==> src/rtl/decode_stage.sv <==
// RISC-V decode stage: splits the fetched word into fields and a sign-extended
// immediate, with valid/ready flow control, an optional skid entry and a flush.
module decode_stage #(
  parameter int XLEN  = 32,
  parameter int SKID  = 1,
  parameter int EXT_M = 0
) (
  input  logic                    i_clock,
  input  logic                    i_reset_n,
  input  logic                    i_flush,
  input  logic                    i_in_valid,
  output logic                    o_in_ready,
  input  logic [XLEN-1:0]         i_in_pc,
  input  logic [31:0]             i_in_inst,
  output logic                    o_out_valid,
  input  logic                    i_out_ready,
  output logic [XLEN-1:0]         o_out_pc,
  output logic [6:0]              o_opcode,
  output logic [4:0]              o_rd,
  output logic [4:0]              o_rs1,
  output logic [4:0]              o_rs2,
  output logic [2:0]              o_funct3,
  output logic [6:0]              o_funct7,
  output logic [XLEN-1:0]         o_imm,
  output logic [$clog2(XLEN)-1:0] o_shamt,
  output logic                    o_illegal
);

  localparam int SW = $clog2(XLEN);

  localparam logic [6:0] OP_R      = 7'b0110011;
  localparam logic [6:0] OP_I_ALU  = 7'b0010011;
  localparam logic [6:0] OP_LOAD   = 7'b0000011;
  localparam logic [6:0] OP_JALR   = 7'b1100111;
  localparam logic [6:0] OP_SYSTEM = 7'b1110011;
  localparam logic [6:0] OP_STORE  = 7'b0100011;
  localparam logic [6:0] OP_BRANCH = 7'b1100011;
  localparam logic [6:0] OP_LUI    = 7'b0110111;
  localparam logic [6:0] OP_AUIPC  = 7'b0010111;
  localparam logic [6:0] OP_JAL    = 7'b1101111;

  typedef struct packed {
    logic [XLEN-1:0] pc;
    logic [6:0]      opcode;
    logic [4:0]      rd;
    logic [4:0]      rs1;
    logic [4:0]      rs2;
    logic [2:0]      funct3;
    logic [6:0]      funct7;
    logic [XLEN-1:0] imm;
    logic [SW-1:0]   shamt;
    logic            illegal;
  } dec_t;

  logic [2:0]      w_f3;
  logic [6:0]      w_f7;
  logic [XLEN-1:0] w_imm_i, w_imm_s, w_imm_b, w_imm_u, w_imm_j;
  logic            w_r_ok;
  dec_t            w_dec;

  assign w_f3    = i_in_inst[14:12];
  assign w_f7    = i_in_inst[31:25];
  assign w_imm_i = XLEN'($signed(i_in_inst[31:20]));
  assign w_imm_s = XLEN'($signed({i_in_inst[31:25], i_in_inst[11:7]}));
  assign w_imm_b = XLEN'($signed({i_in_inst[31], i_in_inst[7], i_in_inst[30:25],
                                  i_in_inst[11:8], 1'b0}));
  assign w_imm_u = XLEN'($signed({i_in_inst[31:12], 12'b0}));
  assign w_imm_j = XLEN'($signed({i_in_inst[31], i_in_inst[19:12], i_in_inst[20],
                                  i_in_inst[30:21], 1'b0}));
  assign w_r_ok  = (w_f7 == 7'b0000000) ||
                   (w_f7 == 7'b0100000 && (w_f3 == 3'b000 || w_f3 == 3'b101)) ||
                   (EXT_M != 0 && w_f7 == 7'b0000001);

  always_comb begin
    w_dec        = '0;
    w_dec.pc     = i_in_pc;
    w_dec.opcode = i_in_inst[6:0];
    if (i_in_inst[1:0] != 2'b11) begin
      w_dec.illegal = 1'b1;
    end else begin
      case (i_in_inst[6:0])
        OP_R: begin
          w_dec.rd      = i_in_inst[11:7];
          w_dec.rs1     = i_in_inst[19:15];
          w_dec.rs2     = i_in_inst[24:20];
          w_dec.funct3  = w_f3;
          w_dec.funct7  = w_f7;
          w_dec.illegal = !w_r_ok;
        end
        OP_I_ALU: begin
          w_dec.rd     = i_in_inst[11:7];
          w_dec.rs1    = i_in_inst[19:15];
          w_dec.funct3 = w_f3;
          // Shift-immediates carry shamt instead of an immediate
          if (w_f3 == 3'b001 || w_f3 == 3'b101) begin
            w_dec.shamt   = i_in_inst[20 +: SW];
            w_dec.illegal = (XLEN == 32) && i_in_inst[25];
            if (w_f3 == 3'b101 && i_in_inst[30]) w_dec.funct7 = 7'b0100000;
          end else begin
            w_dec.imm = w_imm_i;
          end
        end
        OP_LOAD: begin
          w_dec.rd      = i_in_inst[11:7];
          w_dec.rs1     = i_in_inst[19:15];
          w_dec.funct3  = w_f3;
          w_dec.imm     = w_imm_i;
          w_dec.illegal = (w_f3 == 3'b111) ||
                          ((XLEN == 32) && (w_f3 == 3'b011 || w_f3 == 3'b110));
        end
        OP_JALR: begin
          w_dec.rd      = i_in_inst[11:7];
          w_dec.rs1     = i_in_inst[19:15];
          w_dec.funct3  = w_f3;
          w_dec.imm     = w_imm_i;
          w_dec.illegal = (w_f3 != 3'b000);
        end
        OP_SYSTEM: begin
          w_dec.rd     = i_in_inst[11:7];
          w_dec.rs1    = i_in_inst[19:15];
          w_dec.funct3 = w_f3;
          w_dec.imm    = w_imm_i;
        end
        OP_STORE: begin
          w_dec.rs1     = i_in_inst[19:15];
          w_dec.rs2     = i_in_inst[24:20];
          w_dec.funct3  = w_f3;
          w_dec.imm     = w_imm_s;
          w_dec.illegal = w_f3 > ((XLEN == 64) ? 3'd3 : 3'd2);
        end
        OP_BRANCH: begin
          w_dec.rs1     = i_in_inst[19:15];
          w_dec.rs2     = i_in_inst[24:20];
          w_dec.funct3  = w_f3;
          w_dec.imm     = w_imm_b;
          w_dec.illegal = (w_f3 == 3'b010 || w_f3 == 3'b011);
        end
        OP_LUI, OP_AUIPC: begin
          w_dec.rd  = i_in_inst[11:7];
          w_dec.imm = w_imm_u;
        end
        OP_JAL: begin
          w_dec.rd  = i_in_inst[11:7];
          w_dec.imm = w_imm_j;
        end
        default: w_dec.illegal = 1'b1;
      endcase
    end
  end

  // Handshake: a word is accepted when in_valid && in_ready and leaves when
  // out_valid && out_ready; a presented word holds steady until it leaves.
  dec_t r_main, r_skid;
  logic r_main_v, r_skid_v;
  logic w_drain, w_accept;

  assign w_drain    = r_main_v && i_out_ready;
  assign o_in_ready = (SKID != 0) ? !r_skid_v : (!r_main_v || i_out_ready);
  assign w_accept   = i_in_valid && o_in_ready;

  always_ff @(posedge i_clock) begin
    if (!i_reset_n) begin
      r_main   <= '0;
      r_skid   <= '0;
      r_main_v <= 1'b0;
      r_skid_v <= 1'b0;
    end else if (i_flush) begin
      r_main_v <= 1'b0;
      r_skid_v <= 1'b0;
    end else if (!r_main_v || w_drain) begin
      if (SKID != 0 && r_skid_v) begin
        r_main   <= r_skid;
        r_main_v <= 1'b1;
        r_skid_v <= 1'b0;
      end else if (w_accept) begin
        r_main   <= w_dec;
        r_main_v <= 1'b1;
      end else begin
        r_main_v <= 1'b0;
      end
    end else if (SKID != 0 && w_accept) begin
      r_skid   <= w_dec;
      r_skid_v <= 1'b1;
    end
  end

  assign o_out_valid = r_main_v;
  assign o_out_pc    = r_main.pc;
  assign o_opcode    = r_main.opcode;
  assign o_rd        = r_main.rd;
  assign o_rs1       = r_main.rs1;
  assign o_rs2       = r_main.rs2;
  assign o_funct3    = r_main.funct3;
  assign o_funct7    = r_main.funct7;
  assign o_imm       = r_main.imm;
  assign o_shamt     = r_main.shamt;
  assign o_illegal   = r_main.illegal;

endmodule

==> config.mk <==
export PLATFORM = sky130hd
export DESIGN_NAME = decode_stage
export DESIGN_NICKNAME = d
export VERILOG_FILES = /design/src/rtl/decode_stage.sv
export SDC_FILE = /design/constraint.sdc
export NUM_CORES = 1
export LEC_CHECK = 0
export ABC_AREA = 1
export CAP_MARGIN = 40
export CORE_UTILIZATION = 56
export CTS_CLUSTER_DIAMETER = 100
export DETAILED_ROUTE_END_ITERATION = 7
export PLACE_DENSITY = 0.93
export SLEW_MARGIN = 15
export SYNTH_ARGS = -nofsm -noshare
export SYNTH_HDL_FRONTEND = slang
export SYNTH_SLANG_ARGS = --single-unit
==> constraint.sdc <==
create_clock -name i_clock -period 3.5 [get_ports i_clock]
set_input_delay 0.35 -clock i_clock [delete_from_list [all_inputs] [get_ports i_clock]]
set_output_delay 0.35 -clock i_clock [all_outputs]
set_load 0.05 [all_outputs]
### After elaboration in Yosys (flattened, before gate mapping)

Index checks and enable logic that the tools add are counted.

* div/mod/pow operators: 0
* multiply operators: 0
* equality and inequality tests: 18
* reductions and logical operators: 28
* bitwise operators: 3
* order comparisons: 1
* $add $sub $neg: 0
* muxes and demuxes: 18
* shift operators: 0

Operators by type and width (count)
* 102-bit two-way mux: 2
* 32-bit case mux with 6 select lines: 1
* 62-bit two-way mux: 1
* 32-bit two-way mux: 1
* 7-bit by 6-bit equality test with 1-bit output (second input constant): 4
* 7-bit equality test (second input constant): 4
* 5-bit two-way mux: 4
* 6-bit two-way mux: 3
* 7-bit by 5-bit equality test with 1-bit output (second input constant): 2
* 7-bit case mux with 2 select lines: 1
* 3-bit equality test (second input constant): 3
* 3-bit OR reduction: 3
* 8-bit OR reduction: 1
* 7-bit by 2-bit equality test with 1-bit output (second input constant): 1
* 7-bit logical NOT: 1
* 1-bit logical OR: 7
* 1-bit case mux with 7 select lines: 1
* 7-bit OR reduction: 1
* 3-bit by 2-bit equality test with 1-bit output (second input constant): 2
* 3-bit AND reduction: 2
* 1-bit logical AND: 4
* 2-bit OR reduction: 2
* 4-bit OR reduction: 1
* 3-bit by 1-bit equality test with 1-bit output (second input constant): 1
* 9 further kinds: 15

* memories: 0
* logic and storage cells: 90
* ROM bits: 0
* flip-flop bits (word level): 206
* input bits: 69
* bits in latches: 0
* memory bits (writable): 0
* output and inout port bits: 104

### Depth between registers and ports, before layout

Gate-level depths: netlist of the first run.

* depth after elaboration: 9
* mapped depth: 12
* depth with buffers taken out: 11

### Worst setup path after synthesis of the first run

Ideal clock, no wire load.

* path type: register to register
* from: reg r_main_v, in the netlist o_out_valid
* to: reg r_skid[26] in the netlist's numbering
* stages on the path, launching flop included: 8
* library setup time: 134 ps
* path slack: 1600 ps
* data arrival time: 1766 ps
* buffers on the path: 3
* clock period less this slack: 1900 ps
* required time: 3366 ps
* cell sequence: dfxtp_1 -> nand2_1 -> nor2_1 -> and3_1 -> buf_2 -> buf_2 -> buf_1 -> a31oi_1

* cells in the longest elaborated chain, start to end: 4
* elaborated cells on any way between the ends: 5
* classes of those cells: 1 x bitwise; 4 x reduce/logical

Ends and longest elaborated chain
* start: declaration: RTL line 154 `logic r_main_v, r_skid_v;`
* start signal: assignment: RTL line 165 `r_main_v <= 1'b0;`
* start signal: assignment: RTL line 168 `r_main_v <= 1'b0;`
* start signal: assignment: RTL line 173 `r_main_v <= 1'b1;`
* 1-bit logical NOT or 1-bit logical AND (tied branches): RTL line 170, 157
* 1-bit logical OR (*): RTL line 170 `end else if (!r_main_v || w_drain) begin`
* 1-bit NOT (no source line) (*)
* 3-bit AND reduction (no source line) (*)
* end signal: assignment: RTL line 182 `r_skid <= w_dec;`
* end: declaration: RTL line 153 `dec_t r_main, r_skid;`

Every way passes the cells marked *; elsewhere a longest branch is shown, timed or not.
A chain may end at the register's enable or synchronous reset.

### Worst setup path in the final report of the first run

* from: reg r_skid_v
* to: out o_in_ready

* cells in the longest elaborated chain, start to end: 1

Ends and longest elaborated chain
* start: declaration: RTL line 154
* start signal: assignment: RTL line 166 `r_skid_v <= 1'b0;`
* start signal: assignment: RTL line 169 `r_skid_v <= 1'b0;`
* start signal: assignment: RTL line 174 `r_skid_v <= 1'b0;`
* 1-bit logical NOT: RTL line 158 `assign o_in_ready = (SKID != 0) ? !r_skid_v : (!r_main_v || i_out_ready);`
* end: declaration: RTL line 12 `output logic o_in_ready,`

No other way between the ends.

==> results of run 1 <==
final timing paths:
| check | startpoint | endpoint |
|---|---|---|
| max reg2reg | r_skid_v$_SDFFE_PP0P_ | r_skid[34]$_SDFFE_PN0P_ |
| min reg2reg | o_imm[16]$_SDFFE_PN0P_ | o_imm[16]$_SDFFE_PN0P_ |
| max | r_skid_v$_SDFFE_PP0P_ | o_in_ready |
| min | i_reset_n | o_out_pc[15]$_SDFFE_PN0P_ |
routing by layer:
layer  global-route usage [%]  wire, um  part of all wire, %
met4                     13.3       848                  3.1
met1                     43.2     11200                   41
met3                     5.17      2340                  8.6
met5                        0         0                    0
met2                     52.0     12800                   47
kinds of logic after synthesis:
logic type	count (synthesis)
AND/OR/NAND/NOR	493
flip-flops	206
AO/OA/AOI/OAI	409
buffers and inverters	189
Yosys cell counts:
| cell type | number | area [um2] |
|---|---|---|
| nor3_4 | 1 | 16.3 |
| buf_2 | 12 | 60.1 |
| nor3_1 | 7 | 35.0 |
| clkinv_1 | 2 | 7.51 |
| dfxtp_1 | 206 | 4120 |
| o211ai_1 | 3 | 22.5 |
| nor3_2 | 1 | 10.0 |
| a31oi_1 | 59 | 369 |
| o21ai_0 | 179 | 896 |
| o21ai_1 | 6 | 30.0 |
| nor2_2 | 2 | 12.5 |
| a211oi_1 | 2 | 15.0 |
| nand3_2 | 9 | 90.1 |
| nor4_1 | 1 | 6.26 |
| inv_2 | 10 | 37.5 |
| a21oi_1 | 158 | 791 |
| nand2_1 | 209 | 785 |
| nor2_4 | 2 | 22.5 |
| nand3_1 | 61 | 305 |
| nand3_4 | 1 | 17.5 |
| nor2_8 | 2 | 40.0 |
| nand4_1 | 8 | 50.1 |
| buf_1 | 8 | 30.0 |
| inv_1 | 77 | 289 |
| buf_4 | 1 | 7.51 |
| a21oi_2 | 2 | 17.5 |
| nor2_1 | 182 | 683 |
| and3_1 | 1 | 6.26 |
| nand2_4 | 2 | 22.5 |
| clkbuf_1 | 77 | 289 |
| buf_6 | 2 | 22.5 |
| nand2_2 | 4 | 25.0 |
power groups by stage:
| stage | Sequential, mW | Combinational (mW) | Clock (mW) |
|---|---|---|---|
| 6_report | 2.46 | 0.714 | 2.26 |
| 5_1_grt | 2.46 | 0.757 | 2.36 |
| 4_1_cts | 2.46 | 0.708 | 2.27 |
| 3_5_place_dp | 2.51 | 0.700 | 0 |
| 3_3_place_gp | 2.51 | 0.689 | 0 |
| 2_1_floorplan | 2.69 | 0.224 | 0 |
state kept, by name, summed over array words and instances (netlist names), 5 cells and up:
register  cells
o_funct7      7
o_imm        32
o_opcode      7
o_out_pc     32
o_rd          5
o_rs1         5
o_rs2         5
o_shamt       5
r_skid      102
final cells by class:
type	instances	area, um2	share of cell area (%)
Inverter	89	337	2.90
Tap cell	216	270	2.33
Multi-Input combinational cell	902	4290	37.0
Clock inverter	9	98.8	0.853
Clock buffer	27	588	5.07
Timing Repair Buffer	187	1890	16.3
Sequential cell	206	4130	35.6
critical path: stages, from the launching register on:
cell and delay [ps]:
dfxtp_2 360, buf_4 430, inv_4 80, clkdlybuf4s50_1 720
through the flow:
stage | instance area [um2] | setup slack, ps | std cells | power (mW) | util [%]
detailed placement | 10900 | 798 | 1600 | 3.21 | 68.7
finish | 11600 | 1040 | 1636 | 5.43 | 73.0
global route | 11600 | 1010 | 1636 | 5.59 | 73.0
global placement | 10900 | 890 | 1599 | 3.19 | 68.5
CTS | 11600 | 1070 | 1636 | 5.43 | 73.0
floorplan | 9140 | 1600 | 1297 | 2.92 | -
==> qor.yml, run 1 <==
outcome: "finished clean"
max_cap_viol_count: 0
post_cts_buffers: 0
maxSlewViolCount: 0
rows: 46
routed_wl_mm: 27.2
dr.first_iter.drc_count: 1056
syn_nets: 1366
io_buffer_count: 172
syn_avg_cell_area_um2: 7.04
critical_path_class: "flip-flop to output pin"
final_nets: 1476
pwr_density_cell_nw_per_um2: 469
antenna_found_initial: 0
fin_skew_ps: 6.90
synth_top_family_by_area: "compound AO/OA/AOI/OAI gates"
path_clk_slew_ps: 60
grt_pass1_vias: 8617
synth_simple_gate_area_share_pct: 23.3
yosysSeqAreaShare_pct: 45.1
root_buffer: "clkbuf_16"
place_congestion: 0.948
endpoint_kind: "output pin"
crit_path_max_fanout: 39
initial_core_util_pct: 57.5
final_antenna_net_count: 0
fin_crit_ps: 2460
cts_tree: "yes"
cts_buffers: 21
nFillCells: 1249
p_sw_mw: 1.44
die_area_um2: 16800
report.final.hold_viol_count: 0
leakage_nw: 4.93
die_w_um: 130
worst_pin_slew_ps: 850
reg2reg_slack_ps: 1430
drive_above_1_share_pct: 6.41
hold_depth: 3
fin_hold_ws_ps: 404
seqPwrFrac_pct: 45.2
cts.htree.levels: 1
start_kind: "flip-flop"
hp-class: "input port to flip-flop"
synth_xor_area_share_pct: 0
syn2layout_area_growth_pct: 26.9
drt-vias-per-instance: 5.82
firstDrtPassIters: 7
muxShareOfSynthArea_pct: 0
tns_ps: 0
grt_max_degree: 173
p_clk_share_pct: 41.7
synth_adder_area_share_pct: 0
p_sw_share_pct: 26.6
clk_latency_ps: 500
diodes: 0
cts_resized: 0
netlist_instances: 1297
arrival_ps: 2110
clockBufferDepth: 3
min_period_over_period_pct: 70.4
rr_worst_depth: 6
required_ps: 3150
syn_area_um2: 9140
finalSetupViolCount: 0
final_cell_mix: "nand2_1, dfxtp_1, nor2_1"
fmaxAchievable_mhz: 406
layout_commonest_cell: "nand2_1"
cts_hold_buf: 0
ioPinCount: 173
combPwrFrac_pct: 13.1
synth-warning-count: 0
maxSlewHeadroom_pct: 43.3
peakVddDrop_uv: 283
grt_pass1_wl_mm: 43.4
ys_types: 32
dp_hpwl_mm: 16.8
die_h_um: 130
vias: 9525
post_drt_wl_per_cell_um: 16.6
grt_use_total_pct: 32.3
clock-sinks: 206
core_um2: 15900
synth-compound-area-share_pct: 23.4
gr-total-overflow: 0
drc_errors: 0
ys_seq_elements: 206
rsz0062_at_grt: "false"
internal_power_mw: 3.99
Power figures use the tool's default switching activity.
==> inputs of run 2 (changes only) <==
--- a/config.mk
+++ b/config.mk
@@ -7,10 +7,10 @@
 export LEC_CHECK = 0
 export ABC_AREA = 1
 export CAP_MARGIN = 40
-export CORE_UTILIZATION = 56
+export CORE_UTILIZATION = 52
 export CTS_CLUSTER_DIAMETER = 100
 export DETAILED_ROUTE_END_ITERATION = 7
-export PLACE_DENSITY = 0.93
+export PLACE_DENSITY = 0.88
 export SLEW_MARGIN = 15
 export SYNTH_ARGS = -nofsm -noshare
 export SYNTH_HDL_FRONTEND = slang
==> constraint.sdc (replaced) <==
create_clock -name i_clock -period 2.5 [get_ports i_clock]
set_input_delay 0.25 -clock i_clock [delete_from_list [all_inputs] [get_ports i_clock]]
set_output_delay 0.25 -clock i_clock [all_outputs]
set_load 0.05 [all_outputs]
==> run 2 against run 1 <==
First-iteration DRC count shrank 5.3%. Wire length shrank 1.1%. Sequential power grew 40%. Global-route usage shrank 3.4 points. Largest cell class unchanged. Non-clock buffer count grew 16.
==> qor.yml, run 2 (synthesis gave the netlist of run 1 again) <==
max_cap_viol_count: 0  # unchanged
p_clk_share_pct: 40.7  # was 41.7%
hold_end: "r_skid[71]$_SDFFE_PN0P_"  # was o_out_pc[15]$_SDFFE_PN0P_
fmaxAchievable_mhz: 506
nFillCells: 1424  # was 1249
maxSlewViolCount: 0  # unchanged
dr.first_iter.drc_count: 1000  # was 1056
antenna_found_initial: 0  # unchanged
clk_latency_ps: 500  # about the same
dp_hpwl_mm: 17.2  # was 16.8 mm
clock-sinks: 206  # unchanged
routed_wl_mm: 26.9  # was 27.2 mm
report.final.hold_viol_count: 0  # unchanged
max_stage_delay_ps: 830  # was 720 ps
crit_path_max_fanout: 2  # was 39
syn2layout_area_growth_pct: 28.4  # was 26.9%
post_cts_buffers: 0  # unchanged
root_buffer: "clkbuf_16"  # unchanged
pwr_density_cell_nw_per_um2: 640  # was 469 nW/um2
place_congestion: 1.02  # was 0.948
rr_worst_depth: 7  # was 6
hp-class: "input port to flip-flop"  # unchanged
core_um2: 17200  # was 15900 um2
final_cells: 1662  # was 1636
internal_power_mw: 5.51  # was 3.99 mW
io_buffer_count: 172  # unchanged
dpl.cell_count: 1625  # was 1600
diodes: 0  # unchanged
placed_cell_area_um2: 11100  # was 10900 um2
grt_use_total_pct: 28.9  # was 32.3%
p_sw_mw: 2.00  # was 1.44 mW
largest_reg_flops: 102  # unchanged
grt_pass1_wl_mm: 42.6  # was 43.4 mm
grt_max_degree: 161  # was 173
die_h_um: 135  # was 130 um
start_kind: "flip-flop"  # unchanged
fin_hold_ws_ps: 321  # was 404 ps
seqPwrFrac_pct: 45.8  # was 45.2%
fin_area_um2: 11700  # was 11600 um2
layout_commonest_cell: "nand2_1"  # unchanged
gr-total-overflow: 0  # unchanged
cts.htree.levels: 1  # unchanged
drt-vias-per-instance: 5.66  # was 5.82
min-delay-start: "i_in_pc[1]"  # was i_reset_n
rows: 48  # was 46
tns_ps: 0  # unchanged
clockBufferDepth: 3  # unchanged
maxSlewHeadroom_pct: 41.4  # was 43.3%
reg2reg_to: "o_out_pc[20]$_SDFFE_PN0P_"  # was r_skid[34]$_SDFFE_PN0P_
final_antenna_net_count: 0  # unchanged
reg2reg_slack_ps: 740  # was 1430 ps
p_sw_share_pct: 26.6  # about the same
die_area_um2: 18100  # was 16800 um2
leakage_nw: 4.99  # was 4.93 nW
drive_above_1_share_pct: 7.38  # was 6.41%
cts_hold_buf: 0  # unchanged
cts_resized: 0  # unchanged
die_w_um: 135  # was 130 um
rsz0062_at_grt: "false"  # unchanged
crit_family: "buffers and inverters"  # unchanged
crit_path_cell_trace: "clkdlybuf4s50_1"  # was buf_4 > inv_4 > clkdlybuf4s50_1
regMostFlops: "r_skid"  # unchanged
fin_crit_ps: 1980
drc_errors: 0  # unchanged
path_clk_slew_ps: 60  # about the same
outcome: "finished clean"  # unchanged
crit_slowest_cell: "clkdlybuf4s50_1"  # unchanged
cts_tree: "yes"  # unchanged
arrival_ps: 1730  # was 2110 ps
initial_core_util_pct: 53.0  # was 57.5%
hold_depth: 3  # unchanged
final_cell_mix: "nand2_1, dfxtp_1, nor2_1"  # unchanged
post_drt_wl_per_cell_um: 16.2  # was 16.6 um
combPwrFrac_pct: 13.5  # was 13.1%
firstDrtPassIters: 6  # was 7
multiInputGateArea_um2: 4290  # unchanged
fin_skew_ps: 11.3  # was 6.90 ps
critical_path_class: "flip-flop to output pin"  # unchanged
endpoint_kind: "output pin"  # unchanged
min_period_over_period_pct: 79.1
crit_cells: 1  # was 3
peakVddDrop_uv: 509  # was 283 uV
r2r-start: "r_skid_v$_SDFFE_PP0P_"  # unchanged
cts_buffers: 21  # unchanged
vias: 9402  # was 9525
required_ps: 2250  # was 3150 ps
worst_pin_slew_ps: 879  # was 850 ps
ioPinCount: 173  # unchanged
crit_buf_inv: 1  # was 3
finalSetupViolCount: 0  # unchanged
final_nets: 1492  # was 1476
regArea_um2: 4130  # unchanged
grt_pass1_vias: 8515  # was 8617
==> run 2: layer usage <==
metal  routed length [um]  GRT usage [%]  vias up
met3                 2000           4.13       82
met5                    0              0        -
met2                12300           45.7      424
li1                     -              -     4574
met1                11500           39.4     4322
met4                 1070           12.3        0
==> run 2: worst max path at each step <==
stage,start,to,slack [ps]
global route,o_funct7[4]$_SDFFE_PN0P_,o_funct7[4],520
finish,o_funct7[3]$_SDFFE_PN0P_,o_funct7[3],520
global placement,i_in_inst[5],o_imm[31]$_SDFFE_PN0P_,240
floorplan,o_out_valid$_SDFFE_PP0P_,r_skid[26]$_SDFFE_PN0P_,600
detailed placement,i_in_inst[5],o_imm[22]$_SDFFE_PN0P_,170
CTS,o_funct7[3]$_SDFFE_PN0P_,o_funct7[3],540
==> run 2: cell type report <==
| cell class | instances | area share, % |
|---|---|---|
| well taps | 225 | 2.40 |
| inverters | 89 | 2.87 |
| multi-input cells | 902 | 36.5 |
| clock buffers | 30 | 5.11 |
| repair buffers | 203 | 17.4 |
| flip-flops and latches | 206 | 35.2 |
| clock inverters | 7 | 0.586 |
==> run 2: power by group through the flow <==
stage / logic [mW] / registers, mW / clock network [mW]
after floorplan: 0.314 / 3.77 / 0
after CTS: 1.01 / 3.44 / 3.09
after detailed placement: 0.999 / 3.51 / 0
after global placement: 0.989 / 3.51 / 0
after global routing: 1.07 / 3.45 / 3.22
final: 1.01 / 3.44 / 3.06
==> run 2: stage by stage <==
stage,setup WS (ps),util [%],power (mW)
6_report,524,68.1,7.51
5_1_grt,517,68.1,7.74
4_1_cts,540,68.1,7.54
3_5_place_dp,174,64.2,4.51
3_3_place_gp,241,64.2,4.50
2_1_floorplan,600,-,4.09
==> inputs of run 3 (changes only) <==
==> constraint.sdc (replaced) <==
create_clock -name i_clock -period 2 [get_ports i_clock]
set_input_delay 0.2 -clock i_clock [delete_from_list [all_inputs] [get_ports i_clock]]
set_output_delay 0.2 -clock i_clock [all_outputs]
set_load 0.05 [all_outputs]
==> run 3 against run 2 <==
The flow now finishes with violations (design-rule violations). Sequential share of layout area decreased by 1.0 points. First-iteration DRC count decreased by 10%. Worst hold slack got worse by 180 ps. Design area increased by 3.0%. Clock-buffer cell count increased by 4. Critical path type unchanged. Highest routed layer unchanged.
==> qor.yml, run 3 (synthesis gave the netlist of run 1 again) <==
grt_use_total_pct: 29.9  # was 28.9%
crit_path_start: "o_funct7[4]$_SDFFE_PN0P_"  # was o_funct7[3]$_SDFFE_PN0P_
path_clk_slew_ps: 60  # about the same
maxSlewHeadroom_pct: 42.4  # was 41.4%
critical_path_class: "flip-flop to output pin"  # unchanged
fmaxAchievable_mhz: 520
arrival_ps: 1720  # was 1730 ps
final_nets: 1525  # was 1492
gr-total-overflow: 0  # unchanged
root_buffer: "clkbuf_16"  # unchanged
grt_pass1_vias: 8895  # was 8515
final_antenna_net_count: 0  # unchanged
start_kind: "flip-flop"  # unchanged
multiInputGateArea_um2: 4290  # unchanged
max_cap_viol_count: 0  # unchanged
cts_tree: "yes"  # unchanged
place_congestion: 0.929  # was 1.02
regMostFlops: "r_skid"  # unchanged
rsz0062_at_grt: "false"  # unchanged
post_cts_buffers: 0  # unchanged
drc_errors: 1  # was 0
report.final.hold_viol_count: 0  # unchanged
firstDrtPassIters: 8  # was 6
post_drt_wl_per_cell_um: 16.1  # was 16.2 um
dp_hpwl_mm: 17.9  # was 17.2 mm
reg2reg_slack_ps: 340  # was 740 ps
crit_path_cell_trace: "clkdlybuf4s50_1"  # unchanged
finalSetupViolCount: 0  # unchanged
cts_hold_buf: 0  # unchanged
crit_slowest_cell: "clkdlybuf4s50_1"  # unchanged
crit_family: "buffers and inverters"  # unchanged
routed_wl_mm: 27.4  # was 26.9 mm
vias: 9568  # was 9402
antenna_found_initial: 0  # unchanged
reg2reg_to: "o_out_pc[12]$_SDFFE_PN0P_"  # was o_out_pc[20]$_SDFFE_PN0P_
drive_above_1_share_pct: 9.52  # was 7.38%
largest_reg_flops: 102  # unchanged
initial_core_util_pct: 53.0  # unchanged
violations: "design-rule violations"
leakage_nw: 5.20  # was 4.99 nW
worst_pin_slew_ps: 864  # was 879 ps
peakVddDrop_uv: 554  # was 509 uV
regArea_um2: 4130  # unchanged
maxSlewViolCount: 0  # unchanged
final_cell_mix: "nand2_1, dfxtp_1, nor2_1"  # unchanged
crit_buf_inv: 1  # unchanged
nFillCells: 1374  # was 1424
min_period_over_period_pct: 96.2
clockBufferDepth: 3  # unchanged
outcome: "finished, violations left"  # was finished clean
grt_pass1_wl_mm: 43.9  # was 42.6 mm
core_um2: 17200  # unchanged
hp-class: "input port to flip-flop"  # unchanged
r2r-start: "r_skid_v$_SDFFE_PP0P_"  # unchanged
endpoint_kind: "output pin"  # unchanged
die_h_um: 135  # unchanged
io_buffer_count: 172  # unchanged
diodes: 0  # unchanged
die_area_um2: 18100  # unchanged
rr_worst_depth: 7  # unchanged
pwr_density_cell_nw_per_um2: 793  # was 640 nW/um2
fin_skew_ps: 15.4  # was 11.3 ps
final_cells: 1695  # was 1662
hold_depth: 3  # unchanged
ioPinCount: 173  # unchanged
cts.htree.levels: 1  # unchanged
crit_path_max_fanout: 2  # unchanged
required_ps: 1800  # was 2250 ps
crit_cells: 1  # unchanged
syn2layout_area_growth_pct: 32.4  # was 28.4%
cp-endpoint: "o_funct7[4]"  # was o_funct7[3]
power_mw: 9.59  # was 7.51 mW
cts_resized: 0  # unchanged
grt_max_degree: 161  # unchanged
fin_crit_ps: 1920
clk_latency_ps: 510  # was 500 ps
clock-sinks: 206  # unchanged
layout_commonest_cell: "nand2_1"  # unchanged
dpl.cell_count: 1657  # was 1625
rows: 48  # unchanged
drt-vias-per-instance: 5.64  # was 5.66
dr.first_iter.drc_count: 900  # was 1000
die_w_um: 135  # unchanged
max_stage_delay_ps: 830  # about the same
cts_buffers: 22  # was 21
## run 3: metal layers
metal | wire (um) | vias up | track usage [%]
li1 | - | 4632 | -
met5 | 0 | - | 0
met2 | 12900 | 430 | 49.3
met4 | 869 | 0 | 11.2
met1 | 11400 | 4436 | 39.6
met3 | 2150 | 70 | 4.62
## run 3: area by class of cell
class                      count  area share [%]
inverter                      89            2.78
clock inverter                 4           0.186
sequential                   206            34.1
clock buffer                  34            5.68
multi-input combinational    902            35.4
timing repair buffer         235            19.5
tap                          225            2.33
## run 3: how the worst min path moves through the flow
stage / start / to
final: i_reset_n / o_funct7[6]$_SDFFE_PN0P_
after global routing: i_reset_n / o_funct7[6]$_SDFFE_PN0P_
after CTS: i_reset_n / o_funct7[6]$_SDFFE_PN0P_
after detailed placement: o_illegal$_SDFFE_PN0P_ / o_illegal$_SDFFE_PN0P_
after global placement: r_skid[42]$_SDFFE_PN0P_ / r_skid[42]$_SDFFE_PN0P_
after floorplan: i_flush / o_out_valid$_SDFFE_PP0P_
## run 3: power breakdown
group | leakage [nW] | switching [mW] | internal (mW)
Combinational | 3.18 | 0.834 | 0.479
Sequential | 1.67 | 0.0704 | 4.23
Clock | 0.350 | 1.62 | 2.35
Total | 5.20 | 2.53 | 7.06
## run 3: stage by stage
stage	setup slack (ps)	instance area [um2]	utilization, %	setup TNS, ps	hold WS (ps)
2_1_floorplan	100	9140	-	0	278
3_3_place_gp	-7.48	11400	66.0	-7.48	452
3_5_place_dp	-80.3	11400	66.0	-1090	457
4_1_cts	82.5	12100	70.1	0	132
5_1_grt	43.4	12100	70.1	0	162
6_report	76.5	12100	70.1	0	138
